$ cat config.mk
export PLATFORM = sky130hd
export DESIGN_NAME = multicycle_ctrl_fsm
export DESIGN_NICKNAME = d
export VERILOG_FILES = /design/src/rtl/multicycle_ctrl_fsm.sv
export SDC_FILE = /design/constraint.sdc
export NUM_CORES = 1
export LEC_CHECK = 0
export ABC_AREA = 0
export BUFFER_PORTS_ARGS = -buffer_cell sky130_fd_sc_hd__buf_2
export CAP_MARGIN = 20
export CELL_PAD_IN_SITES_DETAIL_PLACEMENT = 0
export CELL_PAD_IN_SITES_GLOBAL_PLACEMENT = 1
export CORE_MARGIN = 8
export CORE_UTILIZATION = 35
export DETAILED_ROUTE_END_ITERATION = 6
export GPL_TIMING_DRIVEN = 0
export PLACE_DENSITY = 0.83
export SETUP_SLACK_MARGIN = 0.2
export SYNTH_ARGS = -nofsm -noshare
export SYNTH_HDL_FRONTEND = slang
export SYNTH_SLANG_ARGS = --single-unit
$ cat constraint.sdc
create_clock -name clk -period 1.7 [get_ports clk]
set_input_delay 0.34 -clock clk [delete_from_list [all_inputs] [get_ports clk]]
set_output_delay 0.34 -clock clk [all_outputs]
set_load 0.005 [all_outputs]
$ cat src/rtl/multicycle_ctrl_fsm.sv
`default_nettype none
// ============================================================================
// multicycle_ctrl_fsm -- IF/ID/EXE/MEM/WB control FSM with memory req/ready
// handshakes, wait-state timeout into sticky FAULT, and sticky HALT.
// Optional build macro: PERF_CNT_EN (cycle and retired-instruction counters).
// Revision: 1.0
// ============================================================================
module multicycle_ctrl_fsm #(
  parameter int MEM_TIMEOUT = 16,
  parameter int CNT_W       = 32
) (
  input  logic             clk,
  input  logic             RST,
  input  logic [2:0]       ins_class,
  input  logic [1:0]       br_type,
  input  logic             zero,
  input  logic             sign,
  input  logic             imem_ready,
  input  logic             dmem_ready,
  output logic             imem_req,
  output logic             dmem_req,
  output logic             dmem_we,
  output logic             ir_write,
  output logic             pc_write,
  output logic [1:0]       pc_sel,
  output logic             reg_write,
  output logic [1:0]       reg_dst,
  output logic             wb_src,
  output logic [2:0]       state,
  output logic             halted,
  output logic             fault
`ifdef PERF_CNT_EN
  ,
  output logic [CNT_W-1:0] cycle_cnt,
  output logic [CNT_W-1:0] retired_cnt
`endif
);

  typedef enum logic [2:0] {
    S_IF    = 3'b000,
    S_ID    = 3'b001,
    S_EXE   = 3'b010,
    S_MEM   = 3'b011,
    S_WB    = 3'b100,
    S_HALT  = 3'b101,
    S_FAULT = 3'b110
  } state_t;

  localparam logic [2:0] C_ALU_R  = 3'b000;
  localparam logic [2:0] C_ALU_I  = 3'b001;
  localparam logic [2:0] C_LOAD   = 3'b010;
  localparam logic [2:0] C_STORE  = 3'b011;
  localparam logic [2:0] C_BRANCH = 3'b100;
  localparam logic [2:0] C_JUMP   = 3'b101;
  localparam logic [2:0] C_JAL    = 3'b110;
  localparam logic [2:0] C_HALT   = 3'b111;

  localparam int              WAIT_W    = (MEM_TIMEOUT > 0) ? $clog2(MEM_TIMEOUT + 1) : 1;
  localparam logic [WAIT_W-1:0] TIMEOUT_V = WAIT_W'(MEM_TIMEOUT);

  state_t            cur, nxt;
  logic [WAIT_W-1:0] wait_cnt;
  logic              mem_waiting;
  logic              timed_out;
  logic              br_taken;

  assign mem_waiting = ((cur == S_IF) && !imem_ready) || ((cur == S_MEM) && !dmem_ready);
  assign timed_out   = (MEM_TIMEOUT != 0) && mem_waiting && (wait_cnt == TIMEOUT_V);
  // br_type[0] inverts the flag, br_type[1] selects sign over zero
  assign br_taken    = br_type[1] ? (sign ^ br_type[0]) : (zero ^ br_type[0]);

  always_ff @(posedge clk or negedge RST) begin
    if (!RST) begin
      cur      <= S_IF;
      wait_cnt <= '0;
    end else begin
      cur <= nxt;
      if (nxt != cur)
        wait_cnt <= '0;
      else if (mem_waiting)
        wait_cnt <= wait_cnt + 1'b1;
    end
  end

  always_comb begin
    nxt       = cur;
    ir_write  = 1'b0;
    pc_write  = 1'b0;
    pc_sel    = 2'b00;
    reg_write = 1'b0;
    reg_dst   = 2'b00;
    wb_src    = 1'b0;
    case (cur)
      S_IF: begin
        if (imem_ready) begin
          ir_write = 1'b1;
          nxt      = S_ID;
        end else if (timed_out) begin
          nxt = S_FAULT;
        end
      end
      S_ID: begin
        case (ins_class)
          C_JUMP: begin
            pc_write = 1'b1;
            pc_sel   = 2'b10;
            nxt      = S_IF;
          end
          C_JAL: begin
            pc_write  = 1'b1;
            pc_sel    = 2'b10;
            reg_write = 1'b1;
            reg_dst   = 2'b10;
            wb_src    = 1'b1;
            nxt       = S_IF;
          end
          C_HALT:  nxt = S_HALT;
          default: nxt = S_EXE;
        endcase
      end
      S_EXE: begin
        case (ins_class)
          C_BRANCH: begin
            pc_write = 1'b1;
            pc_sel   = br_taken ? 2'b01 : 2'b00;
            nxt      = S_IF;
          end
          C_ALU_R, C_ALU_I: nxt = S_WB;
          C_LOAD, C_STORE:  nxt = S_MEM;
          default:          nxt = S_IF;
        endcase
      end
      S_MEM: begin
        if (dmem_ready) begin
          if (ins_class == C_STORE) begin
            pc_write = 1'b1;
            nxt      = S_IF;
          end else begin
            nxt = S_WB;
          end
        end else if (timed_out) begin
          nxt = S_FAULT;
        end
      end
      S_WB: begin
        reg_write = 1'b1;
        reg_dst   = (ins_class == C_ALU_R) ? 2'b01 : 2'b00;
        pc_write  = 1'b1;
        nxt       = S_IF;
      end
      S_HALT:  nxt = S_HALT;
      S_FAULT: nxt = S_FAULT;
      default: nxt = S_IF;
    endcase
  end

  assign imem_req = (cur == S_IF);
  assign dmem_req = (cur == S_MEM);
  assign dmem_we  = (cur == S_MEM) && (ins_class == C_STORE);
  assign state    = cur;
  assign halted   = (cur == S_HALT);
  assign fault    = (cur == S_FAULT);

`ifdef PERF_CNT_EN
  always_ff @(posedge clk or negedge RST) begin
    if (!RST) begin
      cycle_cnt   <= '0;
      retired_cnt <= '0;
    end else begin
      if ((cur != S_HALT) && (cur != S_FAULT))
        cycle_cnt <= cycle_cnt + 1'b1;
      if (pc_write)
        retired_cnt <= retired_cnt + 1'b1;
    end
  end
`else
  generate
    if (1) begin : g_no_perf
      logic [CNT_W-1:0] unused_cnt;
      assign unused_cnt = '0;
    end
  endgenerate
`endif

endmodule
`default_nettype wire
=== After elaboration in Yosys (flattened, before gate mapping) ===
Index checks and enable logic that the tools add are counted.

* Register bits: 8

* Add/subtract/negate cells: 1
* Equality and inequality tests: 15
* Muxes and demuxes: 27
* Bitwise operators: 2
* Reductions and logical operators: 13

{| class="wikitable"
|+ Operators with widths
! operator !! number
|-
| 3-bit equality test, second input constant || 7
|-
| 3-bit case mux with 6 select lines || 1
|-
| 3-bit by 2-bit equality test with 1-bit output, second input constant || 4
|-
| 1-bit two-way mux || 12
|-
| 3-bit two-way mux || 4
|-
| 3-bit case mux with 2 select lines || 2
|-
| 5-bit two-way mux || 2
|-
| 2-bit case mux with 2 select lines || 2
|-
| 3-bit by 1-bit equality test with 1-bit output, second input constant || 2
|-
| 3-bit zero test || 2
|-
| 2-bit OR reduction || 3
|-
| 5-bit by 1-bit adder with 5-bit output, second input constant || 1
|-
| 5-bit equality test, second input constant || 1
|-
| 1-bit logical AND || 4
|-
| 2-bit two-way mux || 2
|-
| 1-bit case mux with 4 select lines || 1
|-
| 3-bit != test || 1
|-
| 1-bit zero test || 2
|-
| 1-bit case mux with 2 select lines || 1
|-
| 2-bit nonzero test || 1
|-
| 1-bit bitwise XOR || 2
|-
| 1-bit logical OR || 1
|}

=== Depth between registers and ports, before layout ===
Gate-level depths: netlist (run 1).

* Depth in word-level cells: 9
* Mapped depth: 7
* Gate-level depth less buffers: 7

=== Worst setup path before layout (run 1) ===
No wires, ideal clock.

* Path type: register to output
* Start point: register cur[0] (netlist: state[0])
* End point: output reg_dst[1]
* Arrival time: 1.269 ns
* Data required time: 1.360 ns
* Setup slack: 0.091 ns
* Cell stages (with the launch flop): 5
* Buffers on the path: 2
* Cells stage by stage: dfrtp_1 > buf_2 > nand2b_1 > nor4_1 > buf_4

* Longest elaborated chain between the ends: 2

{| class="wikitable"
|+ Ends and longest elaborated chain
! element !! RTL line !! text
|-
| from (decl) || 61 || <nowiki>state_t cur, nxt;</nowiki>
|-
| from (signal assigned) || 77 || <nowiki>cur <= nxt;</nowiki>
|-
| 3-bit equality test or 3-bit by 1-bit equality test with 1-bit output (tied branches) || 93 || <nowiki>case (cur)</nowiki>
|-
| 2-bit case mux with 2 select lines (*) || 93 ||
|-
| to (decl) || 27 || <nowiki>output logic [1:0] reg_dst,</nowiki>
|}

Every way passes the cells marked *; elsewhere a longest branch is shown, timed or not.

=== Worst setup path after layout (run 1) ===
* Start point: register cur[0] (netlist: state[0])
* End point: output reg_dst[0]

Same word-level chain as after synthesis.

==> run summary, run 1 <==
The number of global-route vias before repair was 968. The flow ran to the end, but the final reports show violations. The tools report the number of diodes as 0. Global routing used 12.10% of the available tracks across all layers. The core region is 2212 um^2. Along the worst path, the maximum fanout reaches 6.

The logs give 152 for the instance count after placement with tap cells included and 556.7 MHz for the maximum clock frequency. Of all cell types, the one taking the most synthesized area is dfrtp_1. The critical path is of the reg2out type.

The combined buffer and inverter count along the critical path was 2. For the pin with the worst max-slew slack, the measured transition is 0.3480 ns. The worst reg2reg path startpoint was state[2].

The routed design has 2948 um of wire. The clock buffer count from CTS was 3. For the worst endpoint required time, the log shows 1.36 ns. The minimum clock period after layout is 1.796 ns, and the number of I/O port buffers is 25. For the synthesized cell area, the log shows 819.5 um^2. The share of synthesized area in the top cell type comes to 24.43%. The worst register-to-register path ends at wait_cnt[4]. Class of the tightest hold or removal check: in2async. The detailed router finished its first iteration with 25 violations.

The tools report the HPWL after detailed placement as 1690 um. The cell area power density was 1516 nW/um^2. The sequential cells in the finished layout cover a total of 201.4 um^2.

Summing all multi-input logic gate instances after layout gives 738.2 um^2. STA classifies the critical path startpoint as a register. Headroom to the max-slew limit came out at 76.56%. The checks that failed: setup timing. Counting along the longest clock path gives a buffer depth of 2. In the final layout, the share of cells above drive strength 1 is 63.82%. In this design, the largest share of critical-path delay is due to simple AND/OR/NAND/NOR gates. Entering global routing, the biggest net connects 11 pins. The root buffer cell chosen for the clock tree is clkbuf_4. The number of distinct library cells after synthesis came out at 40. For this configuration, the core starts out at a cell density of 37.05%.

The number of clock sinks is 8, and the DRC violations left is 0. The synthesis-stage register bit count works out to 8. The tools report the type of destination of the critical path as an output port. The slowest stage of the critical path belongs to the cell dfrtp_1. Once layout is done, the placed cells without fillers occupy 1461 um^2. The run gives 999.7 um^2 as the post-detailed-placement cell area.

The logs give 0 for the count of final hold-check violations and 185 for the number of fillers in the final layout. In the layout the commonest cells are buf_2 (22), buf_4 (20), buf_6 (12), nor2_1 (11), dfrtp_1 (7). In this run the worst setup path begins at state[0].

By area the synthesized netlist is led by dfrtp_1 (24%), nor2_1 (6.4%), buf_6 (5.5%). The synthesized netlist cell count was 99; the vertical die dimension was 64.39 um. The initialized floorplan defines 17 standard-cell rows.

The run gives 984 as the routed via count. The final layout contains 167 nets. Setup repair after global routing could not meet its margin everywhere. The termination of the worst setup path is reg_dst[0]. At the placement stage, the worst setup path has a slack of -0.02417 ns. Max-cap violations in this run came to 0. A synthesized cell averages 8.278 um^2. The tools report the worst ir drop on vdd as 0.8559 mV. Clock latency on the worst-skew pair, taken at its later pin, is 0.26 ns.

After detailed routing, the average wire length per cell comes to 16.38 um. The run gives -0.09618 ns as the final worst slack. Global routing finished with a remaining overflow of 0.

The most common cell after layout, fill and taps aside was buf_2. The count of H-tree levels built during CTS was 1; the area of the die was 4146 um^2. Sum of routed wire segments on met1: 1130 um.

The final worst-path cycle share was 105.7%; the die extent in x was 64.39 um. The via-per-instance ratio is 5.467, and the number of optimization iterations in the first detailed-route pass is 4. TritonCTS built the clock tree. Walking the worst path, the cells encountered are buf_6 -> or3_4 -> nor3_2 -> buf_2. The non-filler instance count after layout was 180. Clock-pin slew was measured on the worst setup and hold paths at 0.06 ns. The setup slack of the most critical reg-to-reg path is -0.04 ns. Yosys printed 0 warnings. Summed over all cells, the static leakage comes to 0.6456 nW. After detailed routing, the met3 layer carries 151 um of wire.

The logs give 0 for the number of antenna violations at the first check in global routing and 0 for the number of antenna-violating nets in the routed design. Final worst clock skew: 0.005971 ns. The first global-routing pass estimated 4119 um of wire.

Data on the critical path arrives at its endpoint at 1.46 ns. The area growth from synthesis to layout works out to 78.32%. Counting buffers and inverters, the worst setup path is 4 cells deep. 27 I/O pins were placed. The final max-slew violation count came out at 0. The total met2 wirelength after detailed routing is 1554 um, and the delay contributed by the slowest stage of the critical path is 0.40 ns. The routability congestion estimate is 0.7822, and the sequential area share after synthesis is 24.43%. The worst-case reg-to-reg path depth was 7. Setup violations remaining at the end of the flow were counted as 12. Synthesis produced a netlist with a net count of 112. The highest metal layer used by the detailed router is met4.
-- through the flow --
step	TNS (ns)	power (W)	utilization, %	hold WS, ns
after floorplan	0	0.0009717	-	0.04441
after global placement	0	0.001221	45.19	0.1869
after detailed placement	-0.08454	0.001235	45.19	0.1915
after CTS	-0.3179	0.001777	55.43	0.4334
after global routing	-1.324	0.002368	66.06	0.4669
final	-0.4648	0.002216	66.06	0.4463
-- metal layers --
metal  vias to the layer above  GRT usage [%]
met5                         -              0
li1                        467              -
met1                       477          11.60
met4                         0          7.902
met2                        30          22.24
met3                        10          3.136
-- logic make-up after synthesis --
family,after synthesis,synth area share [%]
xor gates and xnor gates,6,6.412
DFF,8,24.43
adders and majority gates,2,3.053
buffers and inverters,12,9.924
and+or+nand+nor,49,32.67
AOI/OAI and AO/OA,19,19.85
muxes,3,3.664
-- final cells by class --
cell class,instances,area share (%)
Multi-Input combinational cell,79,50.51
Timing Repair Buffer,50,24.74
Sequential cell,8,13.78
Buffer,7,5.394
Tap cell,28,2.397
Inverter,5,1.627
Clock buffer,3,1.541
-- timing repair --
action	4_1_cts	5_1_grt
resized for setup	28	25
hold endpoints to repair	8	0
hold buffers	1	0
setup buffers	11	13
pin swaps	8	4
setup endpoints to repair	18	21
-- synth_stat cells, drive strengths merged --
| master | count |
|---|---|
| a2111oi | 1 |
| a211o | 1 |
| a211oi | 1 |
| a21oi | 2 |
| a311oi | 2 |
| a31o | 2 |
| and2 | 3 |
| and3 | 2 |
| buf | 7 |
| dfrtp | 8 |
| ha | 2 |
| inv | 5 |
| mux2i | 3 |
| nand2 | 7 |
| nand2b | 2 |
| nand3 | 2 |
| nand4 | 2 |
| nand4bb | 2 |
| nor2 | 14 |
| nor2b | 1 |
| nor3 | 4 |
| nor4 | 5 |
| nor4b | 1 |
| o211ai | 1 |
| o21ai | 5 |
| o221a | 2 |
| o221ai | 1 |
| o31ai | 1 |
| or2 | 2 |
| or2b | 1 |
| or3 | 1 |
| xnor2 | 2 |
| xor2 | 4 |
-- state kept, by name (all words and copies together) (netlist names) --
register,cells
wait_cnt,5
state,3
-- worst min-delay path by stage --
stage	startpoint	endpoint	slack [ns]	cells after the start
after floorplan	RST	state[0]	0.04	0
after global placement	RST	wait_cnt[4]	0.19	1
after detailed placement	RST	wait_cnt[4]	0.19	1
after CTS	RST	wait_cnt[1]	0.43	2
after global routing	RST	wait_cnt[1]	0.47	2
final	RST	wait_cnt[1]	0.45	2
-- where the power goes --
group	internal, W	switching (W)
combinational	0.000935	0.000857
clock	0.0000811	0.0000688
sequential	0.000238	0.0000363
total	0.00125	0.000962
Note: power is estimated with default switching activity, not from simulation.
==> inputs of run 2 (changes only) <==
RECOVER_POWER = 100   (was unset)
==> run 2 against run 1 <==
Effect of this change:
- the flow still finishes with violations (setup timing)
- clock skew about the same
- clock power hardly changed
- power decreased by 0.35%
- worst hold slack better by 0.045 ns
- fmax about the same
- die area unchanged
- core utilization shrank 0.45 points
- sequential power is essentially flat
- final cell count did not move
- register-to-register slack about the same
==> run summary, run 2 (same netlist as run 1, synthesis figures left out) <==
Per report_power, the clock group accounts for 6.8% of the total. The largest fanout on the critical path is 6. At the later pin of the worst-skew pair, clock insertion delay measures 0.26 ns.

The wire-length estimate of the detail-placed layout is 1690 um. The tools report the number of antenna violations at the first check in global routing as 0. Final max-slew violation count: 0. The worst setup path is of the reg2out kind. The minimum clock period after layout works out to 1.796 ns. Dividing total power by cell area gives a power density of 1522 nW/um^2. For the count of H-tree levels built during CTS, the log shows 1. The tools report the internal cell power as 0.001245 W. For the worst endpoint required time, the log shows 1.36 ns.

The global-route wire length before repair was 4119 um. In this run the vertical extent of the chip is 64.39 um. Global routing used 12.10% of the available tracks. In this run the static leakage power is 0.6386 nW.

OpenSTA, run right after detailed placement, puts the worst setup slack at -0.02417 ns. The count of cells in the finished layout, fillers not included, comes to 180. The remaining global-route overflow was 0. The count of final hold-check violations came out at 0.

In the final layout, the share of cells above drive strength 1 is 61.84%. The class of the tightest hold or removal check is in2reg. In this run the clock root is driven by a clkbuf_4. Setup violations remaining at the end of the flow were counted as 12. Leaving out fill and tap cells, the most frequent cells in the layout are buf_2 (21), buf_4 (19), buf_6 (12), nor2_1 (11), dfrtp_1 (7). The slew of the pin with the lowest slew margin came out at 0.4387 ns. In this run, the number of DRC markers left after iteration 0 of detailed routing was 32. The flow ran to the end, but the final reports show violations. 0 antenna diodes ended up in the layout. The instance count after placement with tap cells included was 152. The worst ir drop on vdd is 0.8547 mV, and the number of I/O port buffers is 25. Via-per-instance ratio: 5.489. The worst setup path is captured at an output port. The worst-case reg-to-reg path depth was 7; the DRC violations left was 0. wait_cnt holds more flip-flops than any other register. Summed over all nets, the switching power comes to 0.0009630 W.

Across all layers, the routed design uses 988 vias. The power share of the sequential group was 12.4%. The library cell used most frequently in the layout, excluding fill and tap cells, is buf_2. Net switching is 43.61% of the power. Setup repair after global routing could not meet its margin everywhere. After floorplanning, the core was sized to cover 2212 um^2.

The tools report the worst-case headroom to the max-slew limit as 70.75%. In this run the remaining antenna-violating nets after routing total 0. The routed wire length was 2969 um; the number of optimization iterations in the first detailed-route pass was 4.

The post-layout net count is 167. Clock tree synthesis found a total of 8 sinks. In this run the deepest clock path goes through 2 buffers. The worst setup path is launched from a register. In the final routed layout, each cell accounts on average for 16.49 um.

The maximum number of pins on one net before global-route repair is 11, and the arrival time reported for the critical path endpoint is 1.46 ns. For the area of the die, the log shows 4146 um^2. The tools report the routability congestion estimate as 0.7822. Combinational logic burns 80.8% of the power. The flip-flop count of the largest register after layout is 5, and the overall power is 0.002208 W. Max-cap violations in this run came to 0. The tools report the total I/O pin count as 27.

Compared with the post-synthesis result, the final layout area differs by 77.10%. Row generation in the floorplan step produced 17 rows. The tools report the maximum clock frequency as 556.8 MHz. The final worst clock skew came out at 0.006171 ns. For the clock buffer count from CTS, the log shows 3. The worst hold path passes through 4 cells.

The final worst slack came out at -0.09588 ns. For this configuration, the core starts out at a cell density of 37.05%. The die extent in x works out to 64.39 um. TritonCTS built the clock tree. The number of global-route vias before repair was 968; the clock slew seen by the registers of the worst setup and hold paths was 0.06 ns. The final worst-path cycle share was 105.6%.

The final reports fail on setup timing.
run 2: cell count changes in the layout (fill, tap and decap cells not counted), sizes merged:
| cell | change |
|---|---|
| buf | -2 |
| clkbuf | +2 |
run 2: repair_timing:
| item | 4_1_cts | 5_1_grt |
|---|---|---|
| pin swaps | 8 | 4 |
| gates resized for setup | 28 | 25 |
| endpoints found under the hold margin | 8 | 0 |
| hold buffers | 1 | 0 |
| endpoints found under the setup margin | 18 | 21 |
| buffers inserted | 11 | 13 |
| gates cloned | 0 | 0 |
run 2: final timing paths:
check / from / slack, ns / end
worst max-delay path: state[0] / -0.1 / reg_dst[0]
worst min-delay path: dmem_ready / 0.49 / state[2]
worst max register to register: state[2] / -0.04 / wait_cnt[4]
worst min register to register: wait_cnt[1] / 0.62 / wait_cnt[1]
max in group asynchronous: RST / 0.84 / state[1]
min in group asynchronous: RST / 0.53 / wait_cnt[1]
run 2: area by class of cell:
cell class,count,area [um^2]
Fill cell,187,760.7
Clock buffer,3,22.52
Tap cell,28,35.03
Timing Repair Buffer,50,356.6
Sequential cell,8,201.4
Inverter,5,23.77
Buffer,7,78.83
Multi-Input combinational cell,79,733.2
run 2: critical path: stages (launching register included):
cell	delay, ns
dfrtp_1	0.40
buf_6	0.15
or3_4	0.39
nor3_2	0.12
buf_2	0.14
run 2: per-layer routing:
metal  vias up  track usage [%]  part of all wire, %
met5         -                0                    0
met4         0            7.902                  3.8
met3        10            3.136                  5.2
met2        35            22.24                   52
met1       478            11.60                   38
li1        465                -                    -
run 2: metrics by stage:
step           hold slack [ns]  area, um^2  TNS (ns)  util, %
2_1_floorplan          0.04441       839.6         0        -
3_3_place_gp            0.1869       999.7         0    45.19
3_5_place_dp            0.1915       999.7  -0.08454    45.19
4_1_cts                 0.4334        1226   -0.3179    55.43
5_1_grt                 0.5432        1451    -1.323    65.61
6_report                0.4908        1451   -0.4549    65.61
run 2: power groups by stage:
stage / registers (W) / logic [W] / clock network (W)
floorplan: 0.000284 / 0.000688 / 0
global placement: 0.000285 / 0.000937 / 0
detailed placement: 0.000290 / 0.000945 / 0
CTS: 0.000272 / 0.00135 / 0.000157
global route: 0.000281 / 0.00191 / 0.000165
finish: 0.000274 / 0.00178 / 0.000150
==> inputs of run 3 (changes only) <==
BUFFER_PORTS_ARGS = unset   (was -buffer_cell sky130_fd_sc_hd__buf_2)
CORE_UTILIZATION = 46   (was 35)
CTS_BUF_LIST = sky130_fd_sc_hd__clkbuf_4   (was unset)
DONT_BUFFER_PORTS = 1   (was unset)
PLACE_DENSITY = 0.86   (was 0.83)
==> run 3 against run 2 <==
Effect of this change:
- critical endpoint unchanged
- via count decreased by 11%
- global-route usage increased by 2.8 points
- sequential power increased by 8.4%
- setup slack improved by 0.039 ns
- the flow still finishes with violations (setup timing)
==> run summary, run 3 (same netlist as run 1, synthesis figures left out) <==
In this run the critical register-to-register path is captured at wait_cnt[4]. Clock skew on the completed layout was measured at 0.01466 ns. For the number of rows created at floorplan, the log shows 15. The worst setup path category is reg2out.

The worst hold path begins at ins_class[0]. The clock net in this run drives a total of 8 sinks. The die covers 3388 um^2.

The share of cells above drive strength 1 came out at 55.37%. Among all stages on the critical path, the largest delay is contributed by dfrtp_2. The first global-routing pass estimated 4043 um of wire.

The count of final hold-check violations came out at 0. Registers take 202.7 um^2. Setup violations remaining at the end of the flow were counted as 9. The register with the most flip-flops in the layout has 5 of them. The number of global-route vias before repair was 875. The count of H-tree levels built during CTS came out at 1. The tools report the hold path endpoint as state[2]. Clock buffer count from CTS: 3. The register ranked first by flip-flop count was wait_cnt. The number of antenna violations at the first check in global routing was 0.

The static power due to leakage is 0.5001 nW, and the vertical die dimension is 58.21 um. Dividing the detail-routed wire length by the instance count gives 18.19 um. In this run the worst setup path begins at state[0]. For the area of the placeable core, the log shows 1708 um^2. The largest fanout on the critical path was 6; the final worst-path cycle share was 103.3%. The total I/O pin count was 27. The tools report the startpoint type of the worst setup path as a register. The routability congestion estimate is 0.8437.

The critical path goes through buf_6 -> or3_4 -> nor3_4. The run gives 14.88% as the total routing resource utilization after global routing. In this run the critical register-to-register path is launched from state[2]. The routed via count is 880, and the setup slack of the most critical reg-to-reg path is -0.04 ns. Arrival time reported for the critical path endpoint: 1.42 ns. In the final layout, the multi-input gates occupy 748.2 um^2.

Entering global routing, the biggest net connects 10 pins. The library cell used most frequently in the layout, excluding fill and tap cells, is buf_4. In this run the clock root is driven by a clkbuf_4. For the number of optimization iterations in the first detailed-route pass, the log shows 5. The number of antenna-violating nets in the routed design is 0. The tools report the type of destination of the critical path as an output port. Static timing analysis puts the maximum clock frequency at 569.2 MHz. After detailed routing, the number of remaining DRC violations is 0.

TritonCTS built the clock tree. The area growth from synthesis to layout is 54.66%. Leaving out fill and tap cells, the most frequent cells in the layout are buf_4 (14), buf_6 (11), nor2_1 (10), dfrtp_1 (6). In this run the worst hold path is classified as in2reg. The initial core utilization is 47.99%, and the worst hold path cell count is 3. IR analysis of the VDD net gives a maximum drop of 1.033 mV. The number of I/O port buffers came out at 0. The checks that failed: setup timing. The worst endpoint required time came out at 1.36 ns.

The worst pin sits at a relative slew slack of 72.41%. For the pin with the worst max-slew slack, the measured transition is 0.4130 ns. For this block, the initial DRC count from the detailed router was 54. The clock slew seen by the registers of the worst setup and hold paths is 0.06 ns. Once detailed placement completed, the half-perimeter wirelength came to 1577 um. The delay contributed by the slowest stage of the critical path was 0.45 ns; the final max-slew violation count was 0. Counting along the longest clock path gives a buffer depth of 2. Counting the fill cells in the layout gives 111. Using the TritonRoute via totals, the vias-per-cell ratio works out to 6.027. The net count of the finished layout is 136. The overall power was 0.001987 W; the routed wire length was 2656 um. The repair_antennas step left the layout with diodes totalling 0.

The worst hold slack came out at 0.3274 ns. The worst path in the final design needs a cycle of 1.757 ns, including I/O delays and setup. Setup repair after global routing could not meet its margin everywhere. Summed over all layers, the global routing overflow is 0. The die extent in x was 58.21 um; the worst-case reg-to-reg path depth was 8.

The run finished, with violations left. At the later pin of the worst-skew pair, clock insertion delay measures 0.27 ns. The cell area power density came out at 1568 nW/um^2. For the final worst slack, the log shows -0.05684 ns. The tool flagged a number of max-cap violations equal to 0.
-- run 3: cell types whose count changed in the layout (fill, tap and decap cells not counted), moves of 2 or more --
cell,before,now
inv_2,2,0
buf_4,19,14
clkbuf_1,2,0
buf_2,21,0
o21ai_0,5,3
nor3_4,1,3
inv_1,2,4
-- run 3: worst max-delay path: cells and delay by family, from the launching register on --
kind / cells / cell delay [ns]
buffers and inverters: 1 / 0.15
and+or+nand+nor: 2 / 0.54
DFF: 1 / 0.45
-- run 3: cell type report --
type                       count  area share (%)
multi-input combinational     79           59.03
sequential                     8           15.99
timing repair buffer          19           12.93
buffer                         7           5.923
tap                           25           2.468
inverter                       5           1.876
clock buffer                   3           1.777
-- run 3: routing by layer --
metal,GRT usage (%),wire (um)
met1,16.52,1055
met2,25.32,1329
met3,5.960,234
met4,4.545,36
met5,0,0
-- run 3: metrics by stage --
step	setup slack [ns]	instances	area (um^2)	utilization [%]	setup TNS, ns
global route	-0.1345	146	1267	74.21	-1.081
floorplan	0.1797	99	839.6	-	0
CTS	-0.08381	143	1179	69.01	-0.3702
global placement	0.03583	124	870.8	50.99	0
detailed placement	0.01870	124	870.8	50.99	0
finish	-0.05684	146	1267	74.21	-0.3056
-- run 3: report_power, final --
part | total, W | internal, W | leakage (nW) | switching [W]
Sequential | 0.000297 | 0.000241 | 0.106 | 0.0000567
Clock | 0.000152 | 0.0000812 | 0.0138 | 0.0000708
Combinational | 0.00154 | 0.000761 | 0.381 | 0.000778
Total | 0.00199 | 0.00108 | 0.500 | 0.000905
-- run 3: how the worst max path moves through the flow --
stage | endpoint | slack, ns | depth (start not counted)
5_1_grt | pc_write | -0.13 | 6
4_1_cts | reg_write | -0.08 | 4
3_3_place_gp | wait_cnt[4] | 0.04 | 6
3_5_place_dp | wait_cnt[2] | 0.02 | 6
2_1_floorplan | wait_cnt[0] | 0.18 | 6
6_report | reg_dst[0] | -0.06 | 3
-- run 3: what timing repair did --
item,in CTS,in global routing
setup buffers,15,3
pin swaps,10,5
endpoints found under the setup margin,19,20
gates resized for setup,36,15
endpoints found under the hold margin,8,0
hold buffers,1,0
